**src/rtl/cnn_pkg.sv**
```systemverilog
// Shared CNN constants and the window byte-index helper.
// Also used by pe_incha_single so both agree on i_data layout.
package cnn_pkg;

  localparam int BYTE_W     = 8;
  localparam int KERNEL     = 3;
  localparam int KERNEL_PTS = 9;

  typedef enum logic {
    ST_SCAN,
    ST_EMIT
  } wg_state_e;

  // Byte slot of channel c, kernel row ky, kernel column kx.
  function automatic int byte_idx(
    input int c,
    input int ky,
    input int kx
  );
    return c * KERNEL_PTS + ky * KERNEL + kx;
  endfunction

endpackage

```
**src/rtl/window_gen_incha_if.sv**
```systemverilog
// Pixel stream in, 3x3 window out to the PE.
// slave is the window generator side, master the environment.
interface window_gen_incha_if
  import cnn_pkg::*;
#(
  parameter int IN_CHANNEL = 2
);

  localparam int PIX_W = BYTE_W * IN_CHANNEL;
  localparam int WIN_W = PIX_W * KERNEL_PTS;

  logic [PIX_W-1:0] i_data;
  logic             i_valid;
  logic             o_ready;
  logic [WIN_W-1:0] o_data;
  logic             o_valid;
  logic             pe_ready;
  logic             pe_ack;

  modport slave (
    input  i_data,
    input  i_valid,
    input  pe_ready,
    input  pe_ack,
    output o_ready,
    output o_data,
    output o_valid
  );

  modport master (
    output i_data,
    output i_valid,
    output pe_ready,
    output pe_ack,
    input  o_ready,
    input  o_data,
    input  o_valid
  );

endinterface

```
**src/rtl/line_buffer.sv**
```systemverilog
// Simple dual-port register array, one grid row deep.
// Reads are combinational, so a same-address write returns old data.
module line_buffer
  import cnn_pkg::*;
#(
  parameter int DEPTH = 4,
  parameter int WIDTH = 16,
  localparam int AW = $clog2(DEPTH)
) (
  input  logic             clk,
  input  logic             rst_n,
  input  logic             we,
  input  logic [AW-1:0]    waddr,
  input  logic [WIDTH-1:0] wdata,
  input  logic [AW-1:0]    raddr,
  output logic [WIDTH-1:0] rdata
);

  logic [WIDTH-1:0] mem_q [DEPTH];
  logic [WIDTH-1:0] mem_d [DEPTH];

  assign rdata = mem_q[raddr];

  // Next array contents: one entry replaced on write.
  always_comb begin
    mem_d = mem_q;
    if (we) begin
      mem_d[waddr] = wdata;
    end
  end

  // Storage registers.
  always_ff @(posedge clk or negedge rst_n) begin
    if (!rst_n) begin
      for (int i = 0; i < DEPTH; i++) begin
        mem_q[i] <= '0;
      end
    end else begin
      mem_q <= mem_d;
    end
  end

endmodule

```
**src/rtl/window_gen_incha.sv**
```systemverilog
// Streaming zero-padded 3x3 window generator feeding pe_incha_single.
// Walks an (H+1)x(W+1) grid; the extra row/column inject zero padding.
module window_gen_incha
  import cnn_pkg::*;
#(
  parameter int IN_WIDTH   = 3,
  parameter int IN_HEIGHT  = 3,
  parameter int IN_CHANNEL = 2,
  parameter int STRIDE     = 1
) (
  input logic               clk,
  input logic               rst_n,
  window_gen_incha_if.slave bus
);

  localparam int PIX_W = BYTE_W * IN_CHANNEL;
  localparam int WIN_W = PIX_W * KERNEL_PTS;
  localparam int XW    = $clog2(IN_WIDTH + 1);
  localparam int YW    = $clog2(IN_HEIGHT + 1);

  localparam logic [XW-1:0] X_LAST = XW'(IN_WIDTH);
  localparam logic [YW-1:0] Y_LAST = YW'(IN_HEIGHT);
  localparam logic [XW-1:0] X_ONE  = XW'(1);
  localparam logic [YW-1:0] Y_ONE  = YW'(1);

  wg_state_e        state_q, state_d;
  logic [XW-1:0]    x_q, x_d;
  logic [YW-1:0]    y_q, y_d;
  logic [WIN_W-1:0] o_data_q, o_data_d;
  logic             o_valid_q, o_valid_d;
  logic [PIX_W-1:0] win_q [KERNEL][KERNEL];
  logic [PIX_W-1:0] win_d [KERNEL][KERNEL];
  logic [PIX_W-1:0] win_sh [KERNEL][KERNEL];

  logic             real_pos;
  logic             step;
  logic             emit_hit;
  logic             ready_c;
  logic [PIX_W-1:0] new_pix;
  logic [PIX_W-1:0] lb_y1_rd;
  logic [PIX_W-1:0] lb_y2_rd;
  logic [WIN_W-1:0] o_pack;
  logic [XW-1:0]    x_adv;
  logic [YW-1:0]    y_adv;

  assign real_pos = (y_q != Y_LAST) && (x_q != X_LAST);
  assign new_pix  = real_pos ? bus.i_data : '0;
  assign step     = (state_q == ST_SCAN)
                  && (!real_pos || bus.i_valid);
  assign emit_hit = (y_q != '0) && (x_q != '0)
                  && ((STRIDE == 1) || (y_q[0] && x_q[0]));

  assign bus.o_ready = ready_c;
  assign bus.o_data  = o_data_q;
  assign bus.o_valid = o_valid_q;

  line_buffer #(
    .DEPTH (IN_WIDTH + 1),
    .WIDTH (PIX_W)
  ) u_lb_y1 (
    .clk   (clk),
    .rst_n (rst_n),
    .we    (step),
    .waddr (x_q),
    .wdata (new_pix),
    .raddr (x_q),
    .rdata (lb_y1_rd)
  );

  line_buffer #(
    .DEPTH (IN_WIDTH + 1),
    .WIDTH (PIX_W)
  ) u_lb_y2 (
    .clk   (clk),
    .rst_n (rst_n),
    .we    (step),
    .waddr (x_q),
    .wdata (lb_y1_rd),
    .raddr (x_q),
    .rdata (lb_y2_rd)
  );

  // Raster advance of the grid counters with frame wrap.
  always_comb begin
    x_adv = x_q + XW'(1);
    y_adv = y_q;
    if (x_q == X_LAST) begin
      x_adv = '0;
      y_adv = (y_q == Y_LAST) ? '0 : y_q + YW'(1);
    end
  end

  // Window after shifting in the current column.
  always_comb begin
    for (int ky = 0; ky < KERNEL; ky++) begin
      win_sh[ky][0] = win_q[ky][1];
      win_sh[ky][1] = win_q[ky][2];
    end
    win_sh[0][2] = lb_y2_rd;
    win_sh[1][2] = lb_y1_rd;
    win_sh[2][2] = new_pix;
    win_d = step ? win_sh : win_q;
  end

  // Pack the shifted window, zeroing the top row / left column
  // when they fall above or left of the image.
  always_comb begin
    o_pack = '0;
    for (int c = 0; c < IN_CHANNEL; c++) begin
      for (int ky = 0; ky < KERNEL; ky++) begin
        for (int kx = 0; kx < KERNEL; kx++) begin
          if (!((ky == 0 && y_q == Y_ONE)
                || (kx == 0 && x_q == X_ONE))) begin
            o_pack[BYTE_W*byte_idx(c, ky, kx) +: BYTE_W] =
              win_sh[ky][kx][BYTE_W*c +: BYTE_W];
          end
        end
      end
    end
  end

  // FSM next state, counters and output handshake.
  always_comb begin
    state_d   = state_q;
    x_d       = x_q;
    y_d       = y_q;
    o_data_d  = o_data_q;
    o_valid_d = o_valid_q;
    ready_c   = 1'b0;
    unique case (state_q)
      ST_SCAN: begin
        ready_c = real_pos;
        if (step) begin
          if (emit_hit) begin
            state_d  = ST_EMIT;
            o_data_d = o_pack;
          end else begin
            x_d = x_adv;
            y_d = y_adv;
          end
        end
      end
      ST_EMIT: begin
        if (!o_valid_q) begin
          o_valid_d = bus.pe_ready;
        end else if (bus.pe_ack) begin
          o_valid_d = 1'b0;
          x_d       = x_adv;
          y_d       = y_adv;
          state_d   = ST_SCAN;
        end
      end
    endcase
  end

  // State, counter, window and output registers.
  always_ff @(posedge clk or negedge rst_n) begin
    if (!rst_n) begin
      state_q   <= ST_SCAN;
      x_q       <= '0;
      y_q       <= '0;
      o_data_q  <= '0;
      o_valid_q <= 1'b0;
      for (int ky = 0; ky < KERNEL; ky++) begin
        for (int kx = 0; kx < KERNEL; kx++) begin
          win_q[ky][kx] <= '0;
        end
      end
    end else begin
      state_q   <= state_d;
      x_q       <= x_d;
      y_q       <= y_d;
      o_data_q  <= o_data_d;
      o_valid_q <= o_valid_d;
      win_q     <= win_d;
    end
  end

endmodule

```
**src/flat_wrapper.sv**
```systemverilog
// flat-port wrapper written by rule: the top's interface ports become plain ports
module window_gen_incha_flat import cnn_pkg::*;
#(
  parameter int IN_WIDTH   = 3,
  parameter int IN_HEIGHT  = 3,
  parameter int IN_CHANNEL = 2,
  parameter int STRIDE     = 1
)
  (clk, rst_n, bus_i_data, bus_i_valid, bus_pe_ready, bus_pe_ack, bus_o_ready, bus_o_data, bus_o_valid);
  window_gen_incha_if #(.IN_CHANNEL(IN_CHANNEL)) bus_i ();
  input logic clk;
  input logic rst_n;
  input wire logic [$bits(bus_i.i_data)-1:0] bus_i_data;
  input wire logic [$bits(bus_i.i_valid)-1:0] bus_i_valid;
  input wire logic [$bits(bus_i.pe_ready)-1:0] bus_pe_ready;
  input wire logic [$bits(bus_i.pe_ack)-1:0] bus_pe_ack;
  output wire logic [$bits(bus_i.o_ready)-1:0] bus_o_ready;
  output wire logic [$bits(bus_i.o_data)-1:0] bus_o_data;
  output wire logic [$bits(bus_i.o_valid)-1:0] bus_o_valid;
  assign bus_i.i_data = bus_i_data;
  assign bus_i.i_valid = bus_i_valid;
  assign bus_i.pe_ready = bus_pe_ready;
  assign bus_i.pe_ack = bus_pe_ack;
  assign bus_o_ready = bus_i.o_ready;
  assign bus_o_data = bus_i.o_data;
  assign bus_o_valid = bus_i.o_valid;
  window_gen_incha #(.IN_WIDTH(IN_WIDTH), .IN_HEIGHT(IN_HEIGHT), .IN_CHANNEL(IN_CHANNEL), .STRIDE(STRIDE)) u_core (.clk(clk), .rst_n(rst_n), .bus(bus_i));
endmodule
```
**config.mk**
```make
export PLATFORM = sky130hd
export DESIGN_NAME = window_gen_incha_flat
export DESIGN_NICKNAME = d
export VERILOG_FILES = /design/src/rtl/cnn_pkg.sv /design/src/rtl/window_gen_incha_if.sv /design/src/rtl/line_buffer.sv /design/src/rtl/window_gen_incha.sv /design/src/flat_wrapper.sv
export SDC_FILE = /design/constraint.sdc
export NUM_CORES = 1
export LEC_CHECK = 0
export BUFFER_PORTS_ARGS = -buffer_cell sky130_fd_sc_hd__buf_4
export CAP_MARGIN = 0
export CORE_UTILIZATION = 50
export CTS_CLUSTER_SIZE = 20
export DETAILED_ROUTE_END_ITERATION = 12
export PLACE_DENSITY = 0.74
export SYNTH_ARGS = -nofsm -noshare
export SYNTH_HDL_FRONTEND = slang
export SYNTH_HIERARCHICAL = 1
export SYNTH_SLANG_ARGS = --single-unit
```
**constraint.sdc**
```tcl
create_clock -name clk -period 3.2 [get_ports clk]
set_input_delay 0.16 -clock clk [delete_from_list [all_inputs] [get_ports clk]]
set_output_delay 0.16 -clock clk [all_outputs]
set_load 0.01 [all_outputs]
```
==> key figures <==
Drt
  – Vias: 8529
  – Routed WL: 30500 microns
  – Wire length per cell: 19.4 microns
  – Number of remaining DRC errors: 0
  – DR pass1 iterations: 4
  – DR iter-0 viols: ~440
  – Post-route ant nets: 0
  – Vias/cell: roughly 5.4

Run status
  – Status: complete, no violations

Cells and area
  – Area growth syn-to-layout: 19.7%
  – Design area: 18500 sq um
  – Antenna Cells: 0
  – Finished Layout Cells: 1569
  – Flip-flop and latch area: between 9000 and 10000 sq um
  – Nets@finish: 1172
  – Layout cells sized above 1: 0.544
  – Multi-input gate area: 5800 sq um
  – Total of fill cells in the finished design: 2304
  – Final core occ: 0.607

Clock tree
  – Worst-path clk slew: 0.06 ns
  – CTS tree: built
  – # H-tree levels: 2
  – CTS Buf Count: 40
  – CTS Sinks: 374
  – Root buffer cell: clkbuf_16
  – Insertion delay to the later sink of the worst-skew pair: roughly 0.52 ns
  – Max Buffers Root-to-Sink: 3
  – CTS resizes: 0
  – Setup bufs post-CTS: 0
  – Hold-fix buffers, CTS: 3

Timing
  – Minimum clock period: between 2 and 3 ns
  – Slew Limit Fails: 0
  – Post-route setup TNS: 0 ns
  – Final period util: 0.812
  – RSZ-0062 raised after global routing: false
  – Post-route setup slack: approximately 0.6 ns
  – Final Setup Violations: 0
  – Fmax: 385 MHz
  – Layout Skew: approximately 0.016 ns
  – Actual slew at the worst max-slew pin: 1.16 ns
  – Final hold vios: 0
  – Slew headroom: 0.221

Die
  – Die Span Y: around 180 microns
  – CORE AREA: 30500 sq um
  – Core Rows: 64
  – # IOs: 167
  – Initial core utilization: 0.507
  – Chip width: between 150 and 200 microns
  – DIE AREA: ~32000 sq um

Global route
  – Overflow after GRT: 0
  – Vias in the first global route: between 8000 and 9000
  – First-pass GRT wire length: 49300 microns
  – Largest net degree at the start of global routing: 90
  – Initial antenna violation count: 0
  – Gr usage total: 0.200

Synth
  – Synthesized area: 15500 sq um
  – Syn avg cell area: ~16 sq um
  – Flops & latches, synth: 374
  – Share of the synthesized area in the top cell type: 0.605
  – Post-Synthesis Cells: 963
  – Unique masters post-synth: 29
  – Ys Warns: 6
  – Seq/Total Area, Yosys: 0.605
  – Net count after synthesis: 990
  – Synth area leaders: dfrtp_1 60%, mux2_2 24%, mux4_2 4.7%
  – Cell taking the most area after synthesis: dfrtp_1

Worst hold path
  – Hold Path Depth: 3
  – Worst hold path type: input pin to flop

Power and ir drop
  – Leakage Power: 8.79 nW
  – Clock share of power: 0.216
  – Int Power: 14.3 mW
  – PD cells: between 1000 and 1500 nW/um^2
  – NetSw: 6.85 mW
  – Peak supply drop: 620 uV
  – Switching Share: 0.323
  – Comb pwr share: 0.407
  – Flop pwr share: 0.377

Run
  – Number of max-cap violations: 0

Critical path
  – Crit start category: flop
  – Crit path DAT: 2.99 ns
  – CP max FO: 66
  – Setup slack, reg-to-reg: 0.60 ns
  – Kind of end point of the critical path: flop
  – Setup Crit Path Kind: flop to flop
  – Worst Reg-to-Reg Cells: 5
  – Worst path required time: 3.59 ns

Placement
  – Inst Count DP: 1496
  – DPL Wire Length: 19300 microns
  – Worst slack at placement: 0.607 ns
  – Routability congestion estimate: about 0.7
  – Port buffer count: 166
  – Area of placed instances: 17200 sq um
## per-layer routing
metal,part of all wire,up-vias,track usage
li1,-,3817,-
met4,0.015,0,0.0474
met1,0.47,4490,0.291
met5,0,-,0
met2,0.47,181,0.309
met3,0.049,41,0.0383
## final cells by class
type / instances / share of cell area
clock buffer: 61 / 0.0660
clock inverter: 9 / 0.00527
inverter: 4 / 0.000811
multi-input combinational: 532 / 0.313
sequential: 374 / 0.506
tap: 396 / 0.0268
timing repair buffer: 193 / 0.0824
## logic make-up (layout without fill, tap and decap cells)
kind of cell	Yosys count	count (layout)	synth area share
muxes	388	388	0.306
DFF	374	374	0.605
and+or+nand+nor	118	118	0.0505
buffers and inverters	57	267	0.0218
AOI/OAI and AO/OA	20	20	0.0122
adders and majority gates	6	6	0.00485
## synth_stat cells (all sizes together)
master and count:
dfrtp 374, mux2 356, nor2b 64, buf 39
mux4 32, a21bo 17, and2 16, nand4 16
clkbuf 14, ha 6, nor2 6, nand3b 5
inv 4, nand3 3, nor3 3, nand2 2
nor3b 2, a21oi 1, a31oi 1, o31ai 1
or3 1
## worst max-delay path, cell delays in order (launching register included)
cell	delay [ns]
dfrtp_2	0.54
ha_1	0.31
nor3_1	0.12
nor2_4	0.27
buf_4	0.78
mux2_2	0.42
## final timing paths
path | start | end
hold reg to reg | u_core/bus.o_data[5]$_DFFE_PN0P_ | u_core/bus.o_data[5]$_DFFE_PN0P_
hold / removal | bus_i_data[7] | u_core/bus.o_data[71]$_DFFE_PN0P_
setup reg to reg | u_core/x_q[1]$_DFFE_PN0P_ | u_core/win_q[105]$_DFFE_PN0P_
min in group asynchronous | rst_n | u_core/bus.o_data[102]$_DFFE_PN0P_
setup / recovery | u_core/x_q[1]$_DFFE_PN0P_ | u_core/win_q[105]$_DFFE_PN0P_
max in group asynchronous | rst_n | u_core/o_pack[37]$_DFFE_PN0P_
## cell usage in the layout, fill, tap and decap left out, types with 2 or more instances in the layout
cell / count
mux4_2: 32
nand3b_2: 4
and2_1: 16
dfrtp_2: 2
a21bo_2: 17
dfrtp_1: 372
nor2b_1: 64
nand3_2: 2
nand4_1: 16
mux2_2: 323
clkinv_2: 6
nor2_1: 5
clkbuf_16: 41
mux2_1: 33
clkbuf_1: 8
nor3_1: 2
inv_1: 4
bufinv_16: 2
buf_4: 184
clkbuf_8: 12
dlygate4sd3_1: 3
ha_1: 5
nor3b_4: 2
buf_12: 5
## flip-flops by register name, indices dropped and copies added (netlist names)
| register | flops |
|---|---|
| u_core/bus.o_data | 144 |
| u_core/bus.o_valid | 1 |
| u_core/o_pack | 32 |
| u_core/state_q | 1 |
| u_core/u_lb_y1/mem_q | 64 |
| u_core/u_lb_y2/mem_q | 64 |
| u_core/win_q | 64 |
| u_core/x_q | 2 |
| u_core/y_q | 2 |
## metrics by stage
stage          hold WS, ns  total power [mW]
2_1_floorplan       -0.136              13.8
6_report             0.128              21.2
3_3_place_gp         0.209              16.4
5_1_grt              0.169              22.5
3_5_place_dp         0.216              16.7
4_1_cts              0.102              21.4
## power by group through the flow
stage / Clock, mW / Combinational, mW / Sequential [mW]
2_1_floorplan: 0 / 5.71 / 8.04
3_3_place_gp: 0 / 8.47 / 7.96
3_5_place_dp: 0 / 8.68 / 8.05
4_1_cts: 4.69 / 8.74 / 8.00
5_1_grt: 4.88 / 9.35 / 8.24
6_report: 4.58 / 8.61 / 7.98
Power figures use the tool's default switching activity.
